--- src/rtl/wbcmd_burst.sv ---
// Command-to-wishbone burst bridge: sequenced requests run 1..2^CNT_W beats,
// and response bytes (header, read data, trailer) are queued in a byte FIFO.
module wbcmd_burst #(
   parameter int ADDR_W     = 16,
   parameter int DATA_W     = 8,
   parameter int SEQ_W      = 6,
   parameter int CNT_W      = 4,
   parameter int TIMEOUT    = 255,
   parameter int FIFO_DEPTH = 64
) (
   input  logic                            clk,
   input  logic                            rst_n,
   input  logic                            req_stb_i,
   input  logic [SEQ_W-1:0]                req_seq_i,
   input  logic                            req_we_i,
   input  logic                            req_inc_i,
   input  logic [CNT_W-1:0]                req_cnt_i,
   input  logic [ADDR_W-1:0]               req_adr_i,
   input  logic [DATA_W-1:0]               req_dat_i,
   output logic                            req_rdy_o,
   output logic                            wb_cyc_o,
   output logic                            wb_stb_o,
   output logic                            wb_we_o,
   output logic [ADDR_W-1:0]               wb_adr_o,
   output logic [DATA_W-1:0]               wb_dat_o,
   input  logic [DATA_W-1:0]               wb_dat_i,
   input  logic                            wb_ack_i,
   input  logic                            wb_err_i,
   output logic [7:0]                      resp_data,
   output logic [$clog2(FIFO_DEPTH):0]     resp_count,
   output logic                            resp_avail,
   input  logic                            resp_pull,
   output logic [1:0]                      dbg_state_o
);

   localparam int BYTES = DATA_W / 8;
   localparam int RES   = 2 + BYTES * (2 ** CNT_W);
   localparam int AW    = $clog2(FIFO_DEPTH);
   localparam int CW    = AW + 1;
   localparam int BW    = CNT_W + 1;
   localparam int TW    = $clog2(TIMEOUT + 1);
   localparam int IW    = (BYTES > 1) ? $clog2(BYTES) : 1;

   typedef enum logic [1:0] {S_IDLE, S_BUS, S_PUSH, S_TRAIL} state_t;

   state_t              state_q;
   logic [SEQ_W-1:0]    recv_seq_q;
   logic                inc_q;
   logic [CNT_W-1:0]    cnt_q;
   logic [BW-1:0]       beat_q;
   logic [TW-1:0]       to_q;
   logic                err_q;
   logic [DATA_W-1:0]   rdata_q;
   logic [IW-1:0]       bidx_q;
   logic                cyc_q, stb_q, we_q;
   logic [ADDR_W-1:0]   adr_q;
   logic [DATA_W-1:0]   dat_q;

   logic [7:0]          mem_q [FIFO_DEPTH];
   logic [AW-1:0]       wr_q, rd_q;
   logic [CW-1:0]       count_q, count_d;

   logic [CW-1:0]       free_w;
   logic                take_w, seq_ok_w, push_w, pull_w, last_beat_w;
   logic [7:0]          push_byte_w;
   logic [5:0]          acked_w;

   // Ready is gated by rst_n so it is low for the whole time reset is held.
   assign free_w      = CW'(FIFO_DEPTH) - count_q;
   assign req_rdy_o   = rst_n && (state_q == S_IDLE) && (int'(free_w) >= RES);
   assign take_w      = req_stb_i && req_rdy_o;
   assign seq_ok_w    = (req_seq_i == recv_seq_q);
   assign last_beat_w = (beat_q == BW'(cnt_q));
   assign acked_w     = 6'(beat_q);
   assign pull_w      = resp_pull && (count_q != '0);

   always_comb begin
      push_w      = 1'b0;
      push_byte_w = 8'h00;
      case (state_q)
         S_IDLE: begin
            if (take_w) begin
               push_w      = 1'b1;
               push_byte_w = seq_ok_w ? {2'b00, 6'(req_seq_i)} : {2'b10, 6'(recv_seq_q)};
            end
         end
         S_PUSH: begin
            push_w      = 1'b1;
            push_byte_w = rdata_q[8*bidx_q +: 8];
         end
         S_TRAIL: begin
            push_w      = 1'b1;
            push_byte_w = {err_q, 1'b0, acked_w};
         end
         default: ;
      endcase
   end

   always_ff @(posedge clk or negedge rst_n) begin
      if (!rst_n) begin
         state_q    <= S_IDLE;
         recv_seq_q <= '0;
         inc_q      <= 1'b0;
         cnt_q      <= '0;
         beat_q     <= '0;
         to_q       <= '0;
         err_q      <= 1'b0;
         rdata_q    <= '0;
         bidx_q     <= '0;
         cyc_q      <= 1'b0;
         stb_q      <= 1'b0;
         we_q       <= 1'b0;
         adr_q      <= '0;
         dat_q      <= '0;
      end else begin
         case (state_q)
            S_IDLE: begin
               if (take_w && seq_ok_w) begin
                  recv_seq_q <= recv_seq_q + 1'b1;
                  we_q       <= req_we_i;
                  inc_q      <= req_inc_i;
                  cnt_q      <= req_cnt_i;
                  dat_q      <= req_dat_i;
                  adr_q      <= req_adr_i;
                  beat_q     <= '0;
                  to_q       <= '0;
                  err_q      <= 1'b0;
                  bidx_q     <= '0;
                  cyc_q      <= 1'b1;
                  stb_q      <= 1'b1;
                  state_q    <= S_BUS;
               end
            end
            S_BUS: begin
               // err wins over a simultaneous ack; the failed beat is not counted
               if (wb_err_i || (!wb_ack_i && to_q == TW'(TIMEOUT - 1))) begin
                  stb_q   <= 1'b0;
                  cyc_q   <= 1'b0;
                  err_q   <= 1'b1;
                  state_q <= S_TRAIL;
               end else if (wb_ack_i) begin
                  beat_q <= beat_q + 1'b1;
                  to_q   <= '0;
                  if (!we_q) begin
                     rdata_q <= wb_dat_i;
                     stb_q   <= 1'b0;
                     bidx_q  <= '0;
                     cyc_q   <= !last_beat_w;
                     state_q <= S_PUSH;
                  end else if (last_beat_w) begin
                     stb_q   <= 1'b0;
                     cyc_q   <= 1'b0;
                     state_q <= S_TRAIL;
                  end else if (inc_q) begin
                     adr_q <= adr_q + 1'b1;
                  end
               end else begin
                  to_q <= to_q + 1'b1;
               end
            end
            S_PUSH: begin
               bidx_q <= bidx_q + 1'b1;
               if (bidx_q == IW'(BYTES - 1)) begin
                  bidx_q <= '0;
                  if (beat_q != BW'(cnt_q) + BW'(1)) begin
                     stb_q   <= 1'b1;
                     state_q <= S_BUS;
                     if (inc_q) adr_q <= adr_q + 1'b1;
                  end else begin
                     state_q <= S_TRAIL;
                  end
               end
            end
            S_TRAIL: state_q <= S_IDLE;
            default: state_q <= S_IDLE;
         endcase
      end
   end

   assign count_d = count_q + CW'(push_w) - CW'(pull_w);

   always_ff @(posedge clk or negedge rst_n) begin
      if (!rst_n) begin
         wr_q    <= '0;
         rd_q    <= '0;
         count_q <= '0;
      end else begin
         if (push_w) wr_q <= wr_q + 1'b1;
         if (pull_w) rd_q <= rd_q + 1'b1;
         count_q <= count_d;
      end
   end

   always_ff @(posedge clk) begin
      if (push_w) mem_q[wr_q] <= push_byte_w;
   end

   assign resp_data   = (count_q != '0) ? mem_q[rd_q] : 8'h00;
   assign resp_count  = count_q;
   assign resp_avail  = (count_q != '0);
   assign wb_cyc_o    = cyc_q;
   assign wb_stb_o    = stb_q;
   assign wb_we_o     = we_q;
   assign wb_adr_o    = adr_q;
   assign wb_dat_o    = dat_q;
   assign dbg_state_o = state_q;

endmodule

--- config.mk ---
export PLATFORM = sky130hd
export DESIGN_NAME = wbcmd_burst
export DESIGN_NICKNAME = d
export VERILOG_FILES = /design/src/rtl/wbcmd_burst.sv
export SDC_FILE = /design/constraint.sdc
export NUM_CORES = 1
export LEC_CHECK = 0
export ABC_AREA = 1
export BUFFER_PORTS_ARGS = -buffer_cell sky130_fd_sc_hd__buf_2
export CORE_ASPECT_RATIO = 1.4
export CORE_MARGIN = 3
export CORE_UTILIZATION = 45
export CTS_BUF_LIST = sky130_fd_sc_hd__clkbuf_8
export DETAILED_ROUTE_END_ITERATION = 8
export PLACE_DENSITY = 0.62
export SETUP_SLACK_MARGIN = 0.15
export SLEW_MARGIN = 20
export SYNTH_ARGS = -nofsm -noshare
export SYNTH_HDL_FRONTEND = slang
export SYNTH_SLANG_ARGS = --single-unit
--- constraint.sdc ---
create_clock -name clk -period 5.85 [get_ports clk]
set_clock_uncertainty 0.15 [all_clocks]
set_input_delay 0.8775 -clock clk [delete_from_list [all_inputs] [get_ports clk]]
set_output_delay 0.8775 -clock clk [all_outputs]
set_load 0.005 [all_outputs]
==> run_results.csv <==
group,metric,value,unit
sta,hold_viol,0,
run,cap_violations,0,
cts,clock-sinks,593,
cts,ctsRootBufferMaster,"clkbuf_8",
sta,worst_pin_slew,0.9971,ns
route,detail_route.wl_per_cell,20.18,um
sta,grt_setup_unrepaired,"no",
worst_hold_path,min_delay_path_depth,2,
sta,whs,0.2684,ns
final_layout,fin_nets,2597,
synth,syn_avg_cell_area,10.72,um2
sta,fin_crit,4.891,ns
worst_hold_path,hold_path_class,"in2reg",
synth,synth_edf_count,512,
synth,synth_simple_gate_area_share,18.23,%
route,antenna_left,0,
grt,grt_max_degree,142,
route,dr.pass1.iters,6,
critical_path,crit_chain,"inv_6 > buf_12 > nand2_1 > nand3_1 > nand3_1 > nand2_1 > a21oi_1 > nand2_1 > nand3_1 > a21oi_1 > buf_2",
run_status,status,"complete, no violations",
cts,cts_tree,"built",
final_layout,drive_gt1_share,11.61,%
sta,finalSetupTns,0,ns
route,routed_wl,66.99,mm
critical_path,reg2reg_depth,19,
synth,syn_area,25920,um2
pwr,ir_drop,0.2896,mV
floorplan,die_w,208.9,um
critical_path,crit_fanout,86,
critical_path,endpoint_kind,"output port",
synth,synth_top_family_by_area,"simple AND/OR/NAND/NOR gates",
critical_path,crit_cells,11,
placement,io_buffers,95,
final_layout,final_cell_mix,"edfxtp_1 (512), nor2_1 (471), nand2_1 (408)",
synth,synth_cells,2419,
cts,clk_latency,0.69,ns
floorplan,num_rows,103,
final_layout,mostFrequentLayoutCell,"edfxtp_1",
floorplan,design.portCount,96,
critical_path,slowest_stage,"dfrtp_4",
floorplan,dieArea,60560,um2
synth,synth_seq_cells,593,
floorplan,die_height,290.0,um
grt,gr-usage-all-layers,21.89,%
cts,cts_hold_buf,1,
critical_path,cp.arrival,3.86,ns
cts,cts_setup_buffers,0,
grt,grt_pass1_vias,18030,
route,drc,0,
synth,synth_async_sr_flop_share,13.66,%
route,vias,18160,
synth,syn_nets,2496,
grt,overflow,0,
sta,final_max_slew_viol_count,0,
synth,synthMuxAreaShare,0.3475,%
sta,maxSlewHeadroom,33.17,%
pwr,power_density,473.8,nW/um2
synth,synth_xor_area_share,1.216,%
grt,antenna_found_initial,2,
synth,synth_warnings,0,
floorplan,core_area,56700,um2
cts,cts_made_buffers,90,
synth,ys.flop_type,"edfxtp_1",
sta,period_share,83.60,%
final_layout,finalNonFillerCells,3320,
route,drt_iter0_drc,1319,
cts,clockBufferDepth,3,
placement,dp_slack,1.340,ns
placement,dp_cells,3162,
synth,synth_compound_area_share,7.867,%
pwr,p_leak,10.95,nW
route,vias_per_cell,5.469,
critical_path,cp.required,4.82,ns
critical_path,path_buf_inv,3,
floorplan,initial_core_util,45.72,%
critical_path,critPathLaunchType,"flip-flop",
sta,setup_ws,0.9593,ns
cts,ctsResizeCount,0,
grt,grt_pass1_wl,102.7,mm
synth,ys_types,40,
critical_path,critPathMaxStageDelay,0.78,ns
critical_path,critPathTopFamily,"buffers and inverters",
sta,setup_viol,0,
placement,dp_hpwl,41.19,mm
cts,ctsHtreeMaxLevel,3,
synth,synth-adder-area-share,1.332,%
synth,ys_seq_area_share,67.13,%
critical_path,crit_type,"reg2out",
cts,path_clk_slew,0.07,ns
sta,max_freq,0.2045,GHz
placement,gp_congestion,0.8516,
final_layout,syn_to_final_growth,11.69,%
[worst reg2reg max path, stage by stage (launching register included)]
cell and delay, ns:
dfrtp_1 0.45, inv_1 0.12, ha_1 0.29, nor2_1 0.15, nand3_1 0.10, o21ai_1 0.26
nand2_1 0.17, nand3_2 0.15, nand2_2 0.16, nand2_2 0.59, ha_1 0.36, inv_1 0.06
ha_1 0.15, inv_1 0.06, fa_1 0.39, o31ai_1 0.38, a21oi_1 0.11, nor2_1 0.12
nor2_1 0.06, xor2_1 0.13
[routing by layer]
layer / GRT usage, % / part of all wire, % / vias to the layer above
met5: 0 / 0 / -
met1: 25.92 / 38 / 8828
li1: - / - / 8587
met2: 38.16 / 51 / 588
met3: 3.763 / 6.2 / 153
met4: 11.36 / 4.5 / 0
[cell type report]
type | count | area, um2
Timing Repair Buffer | 138 | 840.8
Multi-Input combinational cell | 1594 | 7661
Fill cell | 5119 | 27750
Inverter | 103 | 391.6
Tap cell | 735 | 919.6
Clock buffer | 95 | 1308
Sequential cell | 593 | 17410
Antenna cell | 2 | 5.005
Clock inverter | 60 | 417.9
[flip-flops by register name, indices dropped and copies added (netlist names)]
name and flops:
to_q 8, wb_stb_o 1, resp_count 7, beat_q 5
wb_adr_o 16, wb_we_o 1, rdata_q 8, cnt_q 4
rd_q 6, err_q 1, wb_dat_o 8, inc_q 1
dbg_state_o 2, recv_seq_q 6, wr_q 6, mem_q 512
wb_cyc_o 1
[synth_stat cells, drive strengths merged (2+ instances only)]
cell	n	area [um2]
a21oi	63	315.3
a31oi	5	31.28
buf	71	401.6
clkbuf	58	217.7
clkinv	3	11.26
dfrtp	81	2027
edfxtp	512	15370
ha	26	325.3
inv	100	375.4
mux2	8	90.09
nand2	412	1567
nand3	174	888.4
nand3b	2	15.01
nand4	40	265.3
nor2	476	1804
nor3	31	155.2
o211ai	40	300.3
o21ai	269	1346
o31ai	2	15.01
or2	4	25.02
xnor2	9	78.83
xor2	27	236.5
[final timing paths]
check | start | to | slack [ns]
worst min-delay path | wb_dat_i[1] | rdata_q[1] | 0.27
worst min register to register | err_q | err_q | 0.33
max in group asynchronous | rst_n | rd_q[1] | 3.89
worst max-delay path | rd_q[0] | resp_data[4] | 0.96
min in group asynchronous | rst_n | cnt_q[1] | 0.51
worst max register to register | resp_count[1] | resp_count[6] | 1.31
[report_power, final]
part           internal [mW]  leakage [nW]  switching [mW]
logic                   1.47          4.20            3.59
clock network           1.76         0.976            1.59
registers               4.93          5.77           0.373
[stage by stage]
stage / instance area, um2 / power (mW) / utilization (%)
CTS: 28930 / 13.80 / 51.02
finish: 28950 / 13.72 / 51.06
floorplan: 25920 / 8.716 / -
global placement: 27170 / 10.36 / 47.92
detailed placement: 27190 / 10.45 / 47.95
global route: 28950 / 14.60 / 51.05
[logic make-up after synthesis]
kind of cell    Yosys count
compound gates          383
xor+xnor                 36
fa+ha+maj                27
buf+inv                 232
flops                   593
mux                       8
simple gates           1140
No activity file was read; power rests on OpenSTA's default activity.
